**config.mk**
```make
export PLATFORM = sky130hd
export DESIGN_NAME = game_turn_ctrl_flat
export DESIGN_NICKNAME = d
export VERILOG_FILES = /design/src/rtl/game_turn_ctrl_if.sv /design/src/rtl/game_turn_ctrl.sv /design/src/flat_wrapper.sv
export SDC_FILE = /design/constraint.sdc
export NUM_CORES = 1
export LEC_CHECK = 0
export ABC_AREA = 1
export CELL_PAD_IN_SITES_DETAIL_PLACEMENT = 0
export CELL_PAD_IN_SITES_GLOBAL_PLACEMENT = 2
export CORE_ASPECT_RATIO = 1.5
export CORE_MARGIN = 2
export CORE_UTILIZATION = 35
export CTS_BUF_LIST = sky130_fd_sc_hd__clkbuf_8
export CTS_CLUSTER_DIAMETER = 30
export CTS_CLUSTER_SIZE = 28
export DETAILED_ROUTE_END_ITERATION = 7
export PLACE_DENSITY = 0.93
export SLEW_MARGIN = 20
export SYNTH_ARGS = -nofsm -noshare
export SYNTH_HDL_FRONTEND = slang
export SYNTH_SLANG_ARGS = --single-unit
```
**constraint.sdc**
```tcl
create_clock -name clck -period 4.5 [get_ports clck]
set_clock_uncertainty 0.15 [all_clocks]
set_input_delay 1.35 -clock clck [delete_from_list [all_inputs] [get_ports clck]]
set_output_delay 1.35 -clock clck [all_outputs]
set_load 0.05 [all_outputs]
```
**src/rtl/game_turn_ctrl_if.sv**
```systemverilog
// Board RAM port: one shared address/write/read path owned by the turn sequencer.
interface game_turn_ctrl_if #(
    parameter int ADDR_W = 7
);
    logic [ADDR_W-1:0] brd_addr;
    logic              brd_we;
    logic [1:0]        brd_wdata;
    logic [1:0]        brd_rdata;

    modport master (
        output brd_addr,
        output brd_we,
        output brd_wdata,
        input  brd_rdata
    );

    modport slave (
        input  brd_addr,
        input  brd_we,
        input  brd_wdata,
        output brd_rdata
    );
endinterface

```
**src/rtl/game_turn_ctrl.sv**
```systemverilog
// Turn sequencer for the triangles-vs-circles board: serial coordinate capture,
// move validation, commit, 4-direction win scan and turn hand-over.
module game_turn_ctrl #(
    parameter int BOARD_N = 10,
    parameter int WIN_LEN = 4,
    parameter int ADDR_W  = 7
) (
    input  logic             clck,
    input  logic             reset,
    input  logic             b0,
    input  logic             b1,
    input  logic             activity,
    input  logic             new_game,
    game_turn_ctrl_if.master brd,
    output logic             turn,
    output logic             busy,
    output logic             err_occupied,
    output logic             err_range,
    output logic             triangle_win,
    output logic             circle_win,
    output logic             draw,
    output logic [6:0]       move_count
);
    localparam int SPAN  = 2 * WIN_LEN - 1;
    localparam int SLOTS = 4 * SPAN;
    localparam int CELLS = BOARD_N * BOARD_N;
    localparam int OFF_W = $clog2(SPAN);
    localparam int SC_W  = $clog2(SLOTS + 1);
    localparam int RUN_W = $clog2(SPAN + 1);
    localparam int CLR_W = $clog2(CELLS + 1);

    typedef enum logic [2:0] {
        S_CLEAR, S_IDLE, S_RD, S_CHK, S_WR, S_SCAN, S_RESULT, S_OVER
    } state_t;

    state_t             state;
    logic [CLR_W-1:0]   clr_cnt;
    logic [3:0]         bit_cnt;
    logic [3:0]         x_buf;
    logic [3:0]         y_buf;
    logic [1:0]         iss_dir;
    logic [OFF_W-1:0]   iss_off;
    logic [SC_W-1:0]    scan_cnt;
    logic [RUN_W-1:0]   run;
    logic               win_hit;
    // s1: slot whose address is on the bus; s2: slot whose read data is back
    logic               s1_valid, s1_first, s1_self, s1_read;
    logic               s2_valid, s2_first, s2_self, s2_read;

    int                 cx, cy, koff;
    logic               slot_on, slot_self;
    logic [ADDR_W-1:0]  slot_addr, cell_addr;
    logic [RUN_W-1:0]   run_next;
    logic               s2_match;

    // Cell probed by the next scan slot, and the committed cell's own address
    always_comb begin
        koff = int'(iss_off) - (WIN_LEN - 1);
        cx   = int'(x_buf);
        cy   = int'(y_buf);
        case (iss_dir)
            2'd0:    cx = cx + koff;
            2'd1:    cy = cy + koff;
            2'd2:    begin cx = cx + koff; cy = cy + koff; end
            default: begin cx = cx + koff; cy = cy - koff; end
        endcase
        slot_self = (koff == 0);
        slot_on   = (cx >= 0) && (cx < BOARD_N) && (cy >= 0) && (cy < BOARD_N);
        slot_addr = ADDR_W'(cy * BOARD_N + cx);
        cell_addr = ADDR_W'(int'(y_buf) * BOARD_N + int'(x_buf));
    end

    // Run length after folding in the slot whose data is now valid
    always_comb begin
        s2_match = s2_self || (s2_read && (brd.brd_rdata == {1'b1, turn}));
        run_next = '0;
        if (s2_match)
            run_next = (s2_first ? '0 : run) + RUN_W'(1);
    end

    // Main sequencer: owns the RAM port, all outputs registered
    always_ff @(posedge clck) begin
        if (reset || new_game) begin
            state        <= S_CLEAR;
            clr_cnt      <= '0;
            turn         <= 1'b0;
            move_count   <= '0;
            bit_cnt      <= '0;
            busy         <= 1'b1;
            err_occupied <= 1'b0;
            err_range    <= 1'b0;
            triangle_win <= 1'b0;
            circle_win   <= 1'b0;
            draw         <= 1'b0;
            brd.brd_we   <= 1'b0;
            brd.brd_addr <= '0;
            brd.brd_wdata <= '0;
            s1_valid     <= 1'b0;
            s2_valid     <= 1'b0;
            win_hit      <= 1'b0;
            run          <= '0;
            scan_cnt     <= '0;
            iss_dir      <= '0;
            iss_off      <= '0;
            if (reset) begin
                x_buf <= '0;
                y_buf <= '0;
            end
        end else begin
            err_occupied <= 1'b0;
            err_range    <= 1'b0;
            case (state)
                S_CLEAR: begin
                    if (clr_cnt == CLR_W'(CELLS)) begin
                        brd.brd_we <= 1'b0;
                        busy       <= 1'b0;
                        state      <= S_IDLE;
                    end else begin
                        brd.brd_we    <= 1'b1;
                        brd.brd_wdata <= 2'b00;
                        brd.brd_addr  <= ADDR_W'(clr_cnt);
                        clr_cnt       <= clr_cnt + CLR_W'(1);
                    end
                end
                S_IDLE: begin
                    if (activity && bit_cnt == 4'd8) begin
                        if (int'(x_buf) >= BOARD_N || int'(y_buf) >= BOARD_N) begin
                            err_range <= 1'b1;
                            bit_cnt   <= '0;
                        end else begin
                            brd.brd_addr <= cell_addr;
                            brd.brd_we   <= 1'b0;
                            busy         <= 1'b1;
                            state        <= S_RD;
                        end
                    end else if ((b0 ^ b1) && bit_cnt < 4'd8) begin
                        if (bit_cnt < 4'd4)
                            y_buf[bit_cnt[1:0]] <= b1;
                        else
                            x_buf[bit_cnt[1:0]] <= b1;
                        bit_cnt <= bit_cnt + 4'd1;
                    end
                end
                S_RD: state <= S_CHK;
                S_CHK: begin
                    if (brd.brd_rdata[1]) begin
                        err_occupied <= 1'b1;
                        bit_cnt      <= '0;
                        busy         <= 1'b0;
                        state        <= S_IDLE;
                    end else begin
                        brd.brd_we    <= 1'b1;
                        brd.brd_wdata <= {1'b1, turn};
                        iss_dir       <= '0;
                        iss_off       <= '0;
                        state         <= S_WR;
                    end
                end
                S_WR: begin
                    move_count <= move_count + 7'd1;
                    bit_cnt    <= '0;
                    scan_cnt   <= '0;
                    win_hit    <= 1'b0;
                    run        <= '0;
                    s2_valid   <= 1'b0;
                    state      <= S_SCAN;
                end
                S_SCAN: begin
                    scan_cnt <= scan_cnt + SC_W'(1);
                    if (scan_cnt == SC_W'(SLOTS))
                        state <= S_RESULT;
                    s2_valid <= s1_valid;
                    s2_first <= s1_first;
                    s2_self  <= s1_self;
                    s2_read  <= s1_read;
                    if (s2_valid) begin
                        run <= run_next;
                        if (run_next >= RUN_W'(WIN_LEN))
                            win_hit <= 1'b1;
                    end
                end
                S_RESULT: begin
                    busy <= 1'b0;
                    if (win_hit) begin
                        triangle_win <= ~turn;
                        circle_win   <= turn;
                        state        <= S_OVER;
                    end else if (move_count == 7'(CELLS)) begin
                        draw  <= 1'b1;
                        state <= S_OVER;
                    end else begin
                        turn  <= ~turn;
                        state <= S_IDLE;
                    end
                end
                default: ;
            endcase

            // Slot issue shares WR's exit edge with the first scan slot, so the
            // address stream starts the cycle right after the commit write.
            if (state == S_WR || (state == S_SCAN && scan_cnt < SC_W'(SLOTS - 1))) begin
                brd.brd_we <= 1'b0;
                s1_valid   <= 1'b1;
                s1_first   <= (iss_off == '0);
                s1_self    <= slot_self;
                s1_read    <= slot_on && !slot_self;
                if (slot_on && !slot_self)
                    brd.brd_addr <= slot_addr;
                if (iss_off == OFF_W'(SPAN - 1)) begin
                    iss_off <= '0;
                    iss_dir <= iss_dir + 2'd1;
                end else begin
                    iss_off <= iss_off + OFF_W'(1);
                end
            end else if (state == S_SCAN) begin
                s1_valid <= 1'b0;
            end
        end
    end
endmodule
```
**src/flat_wrapper.sv**
```systemverilog
// flat-port wrapper written by rule: the top's interface ports become plain ports
module game_turn_ctrl_flat 
#(
    parameter int BOARD_N = 10,
    parameter int WIN_LEN = 4,
    parameter int ADDR_W  = 7
)
  (clck, reset, b0, b1, activity, new_game, turn, busy, err_occupied, err_range, triangle_win, circle_win, draw, move_count, brd_brd_addr, brd_brd_we, brd_brd_wdata, brd_brd_rdata);
  game_turn_ctrl_if #(.ADDR_W(ADDR_W)) brd_i ();
  input  logic clck;
  input  logic reset;
  input  logic b0;
  input  logic b1;
  input  logic activity;
  input  logic new_game;
  output logic turn;
  output logic busy;
  output logic err_occupied;
  output logic err_range;
  output logic triangle_win;
  output logic circle_win;
  output logic draw;
  output logic [6:0] move_count;
  output wire logic [$bits(brd_i.brd_addr)-1:0] brd_brd_addr;
  output wire logic [$bits(brd_i.brd_we)-1:0] brd_brd_we;
  output wire logic [$bits(brd_i.brd_wdata)-1:0] brd_brd_wdata;
  input wire logic [$bits(brd_i.brd_rdata)-1:0] brd_brd_rdata;
  assign brd_brd_addr = brd_i.brd_addr;
  assign brd_brd_we = brd_i.brd_we;
  assign brd_brd_wdata = brd_i.brd_wdata;
  assign brd_i.brd_rdata = brd_brd_rdata;
  game_turn_ctrl #(.BOARD_N(BOARD_N), .WIN_LEN(WIN_LEN), .ADDR_W(ADDR_W)) u_core (.clck(clck), .reset(reset), .b0(b0), .b1(b1), .activity(activity), .new_game(new_game), .brd(brd_i), .turn(turn), .busy(busy), .err_occupied(err_occupied), .err_range(err_range), .triangle_win(triangle_win), .circle_win(circle_win), .draw(draw), .move_count(move_count));
endmodule
```
==> results.cfg, run 1 <==
[run_status]
status = finished clean

[place]
pre_cts_slack_ns = 0.1076
hpwl_um = 10410
gp_congestion = 0.8326
postPlaceCellArea_mm2 = 0.005507
dp.cells = 901
port_buffers = 31

[global_routing]
grt_max_degree = 27
antenna_found_initial = 0
grt_most_used_layer = met2
grt_pass1_wl_um = 21440
use_met2_pct = 34.47
grt_util_met1_pct = 19.23
grtUsageTotal_pct = 17.78
grt_overflow_total = 0
globalRouteMet3Util_pct = 1.962
grt_pass1_vias = 4607

[setup_path]
max_stage_delay_ns = 0.56
r2r_slack_ns = 0.37
path_cells = ha_1, or2_2, nand2_1, nand3_1, ha_1, a21boi_2, ha_4, nand2_1, nand3_1, inv_1, nand2_1, nand3_1, inv_1, ha_1, inv_1, fa_1, inv_2, ha_4, a21oi_2, xor2_1, xor2_1, nor2_1, nor2_1
regToRegEndpoint = u_core.brd.brd_addr[6]
crit_buf_inv = 4
path_max_fanout = 7
cp_slowest_cell = fa_1
startpoint_type = flip-flop
timing.rr.start = u_core.iss_off[0]
cp.required_ns = 4.60
crit_family = adder cells
worstSetupPathType = reg -> reg
worst-endpoint-arrival_ns = 4.23
r2r_cells = 23
endpoint_kind = flip-flop

[yosys]
synth_area_per_cell_um2 = 7.034
synth-seq-cells = 68
syn_inst = 706
synth_edf_count = 14
synth_top_area_share_pct = 21.77
ys_types = 48
synth_area_leader_cell = dfxtp_1
async_reset_ff_share_pct = 0
synthesis.nets = 770
synth-seq-area-share_pct = 30.23
synthFlopType = dfxtp_1
synth_area_mm2 = 0.004966
yosysWarnings = 0
synth.area.top_cells = dfxtp_1 22%, ha_1 13%, nand2_1 11%
synthTopCellsByCount = 150 x nand2_1, 106 x inv_1, 84 x nor2_1
yosys.cell_count.top_type = nand2_1

[routing]
dr.pass1.iters = 4
drt_first_iter_violations = 209
vias_per_cell = 5.059
vias = 4639
wl_um = 13050
antenna_left = 0
route.detailed.drc = 0
wire_per_inst_um = 14.23

[clock_tree]
cts_buffer_depth = 2
htree_levels = 3
cts_tree = built
path_clk_slew_ns = 0.08
cts_resized = 0
clock-sinks = 68
post_cts_buffers = 0
root_buffer = clkbuf_8
numCtsBuffers = 9
clock_latency_ns = 0.35
hold_buffers = 0

[final_layout]
layout.cells.non_filler = 917
layout-drive-gt1-share_pct = 7.713
diodes = 0
num-nets-final = 811
register_area_mm2 = 0.001505
n_fill_cell = 1457
area_growth_pct = 16.00
postLayoutCellArea_mm2 = 0.005761
multi_input_area_mm2 = 0.003054

[floorplanning]
coreArea_mm2 = 0.01393
die_area_mm2 = 0.01518
die_w_um = 101.3
ioPinCount = 32
die_height_um = 149.9
initial_core_util_pct = 35.66
core.rowCount = 53

[timing]
fin_ws_ns = 0.3711
setup_violations = 0
tightest_slew_ns = 0.6303
fin_crit_ns = 4.129
fin_crit_sh_pct = 91.75
fmaxAchievable_mhz = 242.2
relSlewSlack_pct = 57.59
slew_viol_final = 0
hold_violations = 0
rsz0062_at_grt = yes

[pwr]
leakagePower_nw = 2.603
powerDensity_mw_per_mm2 = 230.7
ir_worst_vdd_mv = 0.1174

[min_path]
min_path_type = reg -> reg
holdPathStages = 0
whs_endpoint = u_core.s2_self
worstHoldStart = u_core.s1_self

[flow_run]
cap_violations = 0
## metal layers
layer / share of wire (%) / vias up
li1: - / 2409
met1: 41 / 2151
met2: 54 / 60
met3: 1.9 / 19
met4: 2.7 / 0
met5: 0 / -
## how the worst max path moves through the flow
stage                                 start                      to  slack, ns  depth (start not counted)
final                     u_core.iss_off[0]  u_core.brd.brd_addr[6]       0.37                         23
after global routing      u_core.iss_off[0]  u_core.brd.brd_addr[6]      -0.01                         22
after CTS                 u_core.iss_off[0]  u_core.brd.brd_addr[6]       0.08                         23
after detailed placement  u_core.iss_off[0]  u_core.brd.brd_addr[6]       0.11                         23
after global placement    u_core.iss_off[0]  u_core.brd.brd_addr[6]       0.19                         23
after floorplan           u_core.iss_off[0]  u_core.brd.brd_addr[6]       0.36                         23
## power breakdown
group / leakage (nW) / switching (W) / internal (W)
clock network: 0.0963 / 0.000239 / 0.000270
registers: 0.575 / 0.0000129 / 0.000627
logic: 1.93 / 0.000106 / 0.0000740
total: 2.60 / 0.000358 / 0.000971
## cells in the final DEF (no fill, tap or decap), types with 5 or more instances in the layout
master           synthesis  routed
a211oi_1                 7       7
a21oi_1                 55      54
a221oi_1                 5       5
buf_4                    0       9
clkbuf_8                 0      10
clkdlybuf4s50_1          0      31
dfxtp_1                 54      53
edfxtp_1                14      14
fa_1                     6       6
ha_1                    50      48
inv_1                  106     105
inv_2                    4       5
nand2_1                150     149
nand3_1                 36      33
nand3_2                  3       6
nand4_1                  8       8
nor2_1                  84      83
nor3_1                  10      10
o21ai_0                 39      39
xnor2_1                  5       5
xor2_1                   8       8
## registers in the layout (all words and copies together), names as in the netlist, 2 cells and up
signal                count
u_core.brd.brd_wdata      2
u_core.clr_cnt            7
u_core.iss_off            3
u_core.bit_cnt            4
u_core.state              3
u_core.iss_dir            2
u_core.scan_cnt           5
u_core.run                3
u_core.brd.brd_addr       7
u_core.x_buf              4
u_core.y_buf              4
u_core.move_count         7
## metrics by stage
step           total power (W)  setup TNS, ns  utilization, %  hold slack [ns]
6_report              0.001329              0           41.37           0.2830
5_1_grt               0.001395       -0.01183           41.37           0.2959
2_1_floorplan        0.0007761              0               -           0.2503
4_1_cts               0.001342              0           40.98           0.2807
3_5_place_dp         0.0008280              0           39.54           0.2610
3_3_place_gp         0.0008240              0           39.54           0.2579
## cell families after synthesis
| group | Yosys count | synth area share (%) |
|---|---|---|
| and+or+nand+nor | 315 | 27.54 |
| AOI/OAI and AO/OA | 133 | 15.60 |
| buffers and inverters | 121 | 9.322 |
| DFF | 68 | 30.23 |
| adders and majority gates | 56 | 15.02 |
| xor gates and xnor gates | 13 | 2.293 |
## cell type report
type                            instances  share of cell area [%]
Sequential cell                        68                   26.13
Timing Repair Buffer                   40                   6.560
Tap cell                              165                   3.584
Multi-Input combinational cell        517                   53.02
Clock buffer                           10                   2.389
Clock inverter                          6                   1.086
Inverter                              111                   7.233
Note: power is estimated with default switching activity, not from simulation.
==> run 2, diff against run 1 <==
--- a/config.mk
+++ b/config.mk
@@ -16,7 +16,7 @@
 export CTS_CLUSTER_SIZE = 28
 export DETAILED_ROUTE_END_ITERATION = 7
 export PLACE_DENSITY = 0.93
-export SLEW_MARGIN = 20
+export SLEW_MARGIN = 30
 export SYNTH_ARGS = -nofsm -noshare
 export SYNTH_HDL_FRONTEND = slang
 export SYNTH_SLANG_ARGS = --single-unit
==> results of run 2 <==
No change in the layout: final DEF, timing and power equal those of run 1.
==> run 3, diff against run 2 <==
--- a/config.mk
+++ b/config.mk
@@ -15,6 +15,7 @@
 export CTS_CLUSTER_DIAMETER = 30
 export CTS_CLUSTER_SIZE = 28
 export DETAILED_ROUTE_END_ITERATION = 7
+export HOLD_SLACK_MARGIN = 0.06
 export PLACE_DENSITY = 0.93
 export SLEW_MARGIN = 30
 export SYNTH_ARGS = -nofsm -noshare
==> results of run 3 <==
No change in the layout: final DEF, timing and power equal those of run 1.
==> edit 1: new RTL, config.mk and constraints of run 2 <==
Register the inputs `b0`, `b1`, `activity` and `new_game` before use. The logic sees them one clock later. The other inputs are not delayed to match.
--- a/src/rtl/game_turn_ctrl.sv
+++ b/src/rtl/game_turn_ctrl.sv
@@ -33,6 +33,18 @@
         S_CLEAR, S_IDLE, S_RD, S_CHK, S_WR, S_SCAN, S_RESULT, S_OVER
     } state_t;
 
+    logic b0_q;
+    logic b1_q;
+    logic activity_q;
+    logic new_game_q;
+
+    always_ff @(posedge clck) begin
+        b0_q       <= b0;
+        b1_q       <= b1;
+        activity_q <= activity;
+        new_game_q <= new_game;
+    end
+
     state_t             state;
     logic [CLR_W-1:0]   clr_cnt;
     logic [3:0]         bit_cnt;
@@ -80,7 +92,7 @@
 
     // Main sequencer: owns the RAM port, all outputs registered
     always_ff @(posedge clck) begin
-        if (reset || new_game) begin
+        if (reset || new_game_q) begin
             state        <= S_CLEAR;
             clr_cnt      <= '0;
             turn         <= 1'b0;
@@ -123,7 +135,7 @@
                     end
                 end
                 S_IDLE: begin
-                    if (activity && bit_cnt == 4'd8) begin
+                    if (activity_q && bit_cnt == 4'd8) begin
                         if (int'(x_buf) >= BOARD_N || int'(y_buf) >= BOARD_N) begin
                             err_range <= 1'b1;
                             bit_cnt   <= '0;
@@ -133,11 +145,11 @@
                             busy         <= 1'b1;
                             state        <= S_RD;
                         end
-                    end else if ((b0 ^ b1) && bit_cnt < 4'd8) begin
+                    end else if ((b0_q ^ b1_q) && bit_cnt < 4'd8) begin
                         if (bit_cnt < 4'd4)
-                            y_buf[bit_cnt[1:0]] <= b1;
+                            y_buf[bit_cnt[1:0]] <= b1_q;
                         else
-                            x_buf[bit_cnt[1:0]] <= b1;
+                            x_buf[bit_cnt[1:0]] <= b1_q;
                         bit_cnt <= bit_cnt + 4'd1;
                     end
                 end
Formal check against the unedited RTL: not equivalent (a bounded check fails within 4 cycles, from zero or initial values).
==> edit 1 against run 2 <==
- die area increased by 4.8%
- highest routed layer unchanged
- synthesized cell count increased by 1.8%
- worst setup slack got worse by 160 ps
- critical path depth increased by 2
- utilization increased by 0.87 points
- design area increased by 7.0%
- sequential share of layout area decreased by 0.39 points
- sequential cell count increased by 4
- combinational power decreased by 14%
- power increased by 0.14%
- synthesized area increased by 5.0%
- wire length increased by 4.6%
==> edit 1: results (changes against run 2) <==
[cells_and_area]
diodes = 0  ; unchanged
reg.largest.list = u_core.brd.brd_addr x7, u_core.clr_cnt x7, u_core.move_count x7
finalNetCount = 834  ; +2.8%
drive_gt1_share_pct = 10.6  ; +2.9 points

[placed_design]
dpl-instance-area_mm2 = 0.00585  ; +6.2%
post-dp-hpwl_mm = 11.0  ; +5.2%
numPortBuffers = 31  ; unchanged
dp_slack_ps = -56.6  ; -164 ps
gp_congestion = 0.851  ; +2.2%
placedCellCount = 953  ; +5.8%

[synthesis]
synth_flop_cell = dfxtp_1
synth_nets = 783  ; +1.7%
ys_top_cells_by_area = dfxtp_1 22%, ha_1 12%, nand2_1 11%
synth_common_cells = 147 x nand2_1, 105 x inv_1, 81 x nor2_1
yosys_warnings = 0  ; unchanged
syn_area_per_cell_um2 = 7.25  ; +3.1%
synth-edff-count = 14  ; unchanged
seq_area_frac_synth_pct = 30.3  ; +0.092 points
ys_types = 49  ; +2.1%

[clocking]
path_clk_slew_ps = 80  ; about the same
root_buffer = clkbuf_8
cts_max_level = 3  ; unchanged
clock_latency_ps = 350  ; about the same
cts_buffer_depth = 2  ; unchanged

[routing]
avgRoutedWirePerCell_um = 14.1  ; -1.2%
final_antenna_net_count = 0  ; unchanged
first_iter_violations = 212  ; +1.4%
first_pass_iters = 5  ; +1
vias = 4849  ; +4.5%
routed_wl_mm = 13.7  ; +4.6%

[power]
ir_worst_vdd_mv = 0.130  ; +11%
switching_power_mw = 0.347  ; -3.2%
leakage_nw = 2.62  ; +0.76%

[outcome]
status = complete, no violations

[worst_setup_path]
cp.arrival_ps = 4430  ; +200 ps
critPathMaxFanout = 4  ; -3
critical-path-max-stage-delay_ps = 520  ; -40 ps
slowest_stage = fa_1

[min_path]
min_path_type = register to register

[timing]
worst_slew_pin_slew_ps = 626  ; -4.30 ps

[global_routing]
track_usage_pct = 17.5  ; -0.30 points
grt_pass1_vias = 4983  ; +8.2%
grt_max_degree = 29  ; +7.4%
grt_pass1_wl_mm = 22.7  ; +5.7%

edit 1: logic make-up (layout without fill, tap and decap cells):
kind of cell	count (synthesis)	after routing	share of synthesized area, %
xor gates and xnor gates	16	16	2.69
DFF	72	72	30.3
and+or+nand+nor	325	325	29.0
adders and majority gates	56	56	14.3
buffers and inverters	122	178	9.21
AOI/OAI and AO/OA	128	128	14.4
edit 1: worst max-delay path: cells and delay by family (launching register included):
| kind | cells | cell delay (ps) |
|---|---|---|
| adders and majority gates | 6 | 1860 |
| and+or+nand+nor | 11 | 960 |
| xor gates and xnor gates | 3 | 490 |
| DFF | 1 | 350 |
| buffers and inverters | 4 | 260 |
| AOI/OAI and AO/OA | 1 | 160 |
edit 1: layer usage:
| metal | GRT usage, % | up-vias | share of wire (%) |
|---|---|---|---|
| met4 | 8.94 | 0 | 3.7 |
| li1 | - | 2483 | - |
| met2 | 34.9 | 86 | 55 |
| met1 | 16.9 | 2254 | 39 |
| met5 | 0 | - | 0 |
| met3 | 3.01 | 26 | 2.3 |
edit 1: power by group through the flow:
stage	registers, mW	logic [mW]	clock network (mW)
floorplan	0.687	0.106	0
global route	0.677	0.176	0.548
detailed placement	0.691	0.150	0
global placement	0.690	0.147	0
finish	0.675	0.155	0.500
CTS	0.676	0.151	0.518
edit 1: worst paths after layout:
kind	startpoint	slack (ps)	end	depth (start not counted)
max	u_core.iss_off[0]$_SDFFE_PN0P_	210	u_core.brd.brd_addr[6]$_SDFF_PN0_	25
max reg2reg	u_core.iss_off[0]$_SDFFE_PN0P_	210	u_core.brd.brd_addr[6]$_SDFF_PN0_	25
min	u_core.s1_self$_DFFE_PP_	270	u_core.s2_self$_DFFE_PP_	0
min reg2reg	u_core.s1_self$_DFFE_PP_	270	u_core.s2_self$_DFFE_PP_	0
edit 1: repair_timing:
item / in CTS / in global routing
gates resized for setup: 5 / 17
setup buffers: 0 / 2
pin swaps: 0 / 4
endpoints found under the setup margin: 1 / 1
edit 1: area by class of cell:
| type | count | area [um2] |
|---|---|---|
| Inverter | 112 | 425 |
| Sequential cell | 72 | 1590 |
| Timing Repair Buffer | 50 | 453 |
| Fill cell | 1545 | 8430 |
| Multi-Input combinational cell | 525 | 3260 |
| Clock buffer | 9 | 124 |
| Clock inverter | 7 | 71.3 |
| Tap cell | 196 | 245 |
edit 1: stage by stage:
step | total power, mW | hold WS (ps)
floorplan | 0.793 | 250
detailed placement | 0.841 | 257
finish | 1.33 | 273
global placement | 0.837 | 256
CTS | 1.34 | 276
global route | 1.40 | 280
==> edit 2: new RTL, config.mk and constraints of run 2 <==
Without the edit above. `BOARD_N` is set to 10 in 2 places; all go to 11.
--- a/src/rtl/game_turn_ctrl.sv
+++ b/src/rtl/game_turn_ctrl.sv
@@ -1,7 +1,7 @@
 // Turn sequencer for the triangles-vs-circles board: serial coordinate capture,
 // move validation, commit, 4-direction win scan and turn hand-over.
 module game_turn_ctrl #(
-    parameter int BOARD_N = 10,
+    parameter int BOARD_N = 11,
     parameter int WIN_LEN = 4,
     parameter int ADDR_W  = 7
 ) (
--- a/src/flat_wrapper.sv
+++ b/src/flat_wrapper.sv
@@ -1,7 +1,7 @@
 // flat-port wrapper written by rule: the top's interface ports become plain ports
 module game_turn_ctrl_flat 
 #(
-    parameter int BOARD_N = 10,
+    parameter int BOARD_N = 11,
     parameter int WIN_LEN = 4,
     parameter int ADDR_W  = 7
 )
Formal check against the unedited RTL: same outputs for any inputs over 10 cycles, from zero or initial values; that may be too few to reach the edited logic, so the function may still have changed.
==> edit 2 against run 2 <==
- the run now ends with negative setup slack left
- clock power fell by 1%
- power rose by 9.2%
- design area is 19% higher
- worst setup slack worse by 540 ps
- synthesized cell count increased by 3.8%
- sequential share of layout area fell by 4.1 points
- sequential cell count stayed put
- largest cell class unchanged
- synthesized area increased by 8.8%
- critical endpoint unchanged
- global-route usage shrank 0.21 points
- wire length rose by 9.7%
==> edit 2: results (changes against run 2) <==
[global_routing]
grt_pass1_vias = 5066  ; +10%
grt_pass1_wl_mm = 23.2  ; +8.2%
antenna_found_initial = 0  ; unchanged
grt_max_degree = 28  ; +3.7%
track_usage_pct = 17.6  ; -0.21 points

[routing]
via_per_inst = 4.93  ; -2.5%
vias = 5125  ; +10%
first_pass_iters = 5  ; +1
drc = 0  ; unchanged
routed_wl_mm = 14.3  ; +9.7%
first_iter_violations = 238  ; +14%

[worst_setup_path]
required_ps = 4640  ; +40 ps
critPathMaxFanout = 4  ; -3

[synthesis]
seq_area_frac_synth_pct = 27.8  ; -2.4 points
synth_common_cells = 143 x nand2_1, 118 x inv_1, 78 x nor2_1
ys_async_sr_fraction_pct = 0  ; unchanged
synth-edff-count = 14  ; unchanged
ys_top_cells_by_area = dfxtp_1 20%, ha_1 16%, nand2_1 9.9%
synth_nets = 821  ; +6.6%
syn-instance-count = 733  ; +3.8%
ys_types = 52  ; +8.3%

[placed_design]
gp_congestion = 0.869  ; +4.4%
post-dp-hpwl_mm = 11.6  ; +11%
dp_slack_ps = -315  ; -423 ps
numPortBuffers = 31  ; unchanged

[power]
ir_worst_vdd_mv = 0.145  ; +23%
switching_power_mw = 0.421  ; +18%
leakage_nw = 3.07  ; +18%

[clocking]
path_clk_slew_ps = 70
cts_buffers = 9  ; unchanged
cts_max_level = 3  ; unchanged
root_buffer = clkbuf_8

[timing]
report.final.setup_viol = 1  ; +1
worst_slack_ps = -171  ; -542 ps
relSlewSlack_pct = 47.8  ; -9.8 points
tns_ps = -171  ; -171 ps

[cells_and_area]
drive_gt1_share_pct = 19.2  ; +11 points
finalNetCount = 923  ; +14%
nFillCells = 1481  ; +1.6%

[outcome]
violations = negative setup slack
status = complete, but fails checks

[edit 2: worst paths after layout]
path / start / to / slack [ps] / cells past startpoint
setup / recovery: u_core.iss_off[0]$_SDFFE_PN0P_ / u_core.brd.brd_addr[6]$_SDFF_PN0_ / -170 / 26
hold / removal: u_core.s1_read$_DFFE_PP_ / u_core.s2_read$_DFFE_PP_ / 290 / 0
setup reg to reg: u_core.iss_off[0]$_SDFFE_PN0P_ / u_core.brd.brd_addr[6]$_SDFF_PN0_ / -170 / 26
hold reg to reg: u_core.s1_read$_DFFE_PP_ / u_core.s2_read$_DFFE_PP_ / 290 / 0
[edit 2: layout make-up]
cell class | count | area [um2] | share of cell area [%]
clock buffers | 9 | 124 | 1.81
clock inverters | 7 | 67.6 | 0.985
inverters | 123 | 469 | 6.84
multi-input cells | 531 | 3600 | 52.4
flip-flops and latches | 68 | 1510 | 22.0
well taps | 199 | 249 | 3.63
repair buffers | 102 | 843 | 12.3
[edit 2: cell families after synthesis]
| group | share of synthesized area, % |
|---|---|
| simple gates | 25.2 |
| xor+xnor | 2.43 |
| fa+ha+maj | 20.3 |
| compound gates | 14.5 |
| flops | 27.8 |
| buf+inv | 9.68 |
[edit 2: timing repair]
action	CTS	global route
resized for setup	16	10
pin swaps	20	11
setup endpoints to repair	2	3
cloned	0	0
buffers inserted	7	2
[edit 2: critical path, stage by stage (launching register included)]
cell and delay [ps]:
dfxtp_4 390, inv_4 50, ha_4 290, inv_4 50, fa_2 350, inv_2 60
nand2_1 60, nand2_2 80, o21ai_2 60, nand2_1 80, inv_2 40, ha_4 200
or2_4 230, fa_1 560, inv_2 50, ha_4 260, fa_1 440, ha_4 260
nand2_2 60, nand2_2 50, a21oi_2 120, xor2_1 180, nand3_1 110, nand2_2 100
xnor2_2 100, nand4_1 90, a21oi_1 140
[edit 2: stage by stage]
stage / utilization (%) / area [um2] / hold slack, ps
global route: 45.5 / 6860 / 284
detailed placement: 42.9 / 6470 / 258
global placement: 42.9 / 6470 / 256
CTS: 45.1 / 6800 / 268
finish: 45.5 / 6860 / 286
floorplan: - / 5510 / 250
[edit 2: per-layer routing]
layer	global-route usage (%)	up-vias	part of all wire [%]
li1	-	2616	-
met1	17.9	2397	39
met2	35.0	85	56
met3	2.46	27	2.1
met4	7.37	0	3.2
met5	0	-	0
[edit 2: power by group through the flow]
| stage | clock network, mW | registers [mW] | logic (mW) |
|---|---|---|---|
| 2_1_floorplan | 0 | 0.648 | 0.188 |
| 3_3_place_gp | 0 | 0.646 | 0.279 |
| 3_5_place_dp | 0 | 0.646 | 0.286 |
| 4_1_cts | 0.519 | 0.631 | 0.304 |
| 5_1_grt | 0.539 | 0.631 | 0.358 |
| 6_report | 0.504 | 0.631 | 0.316 |
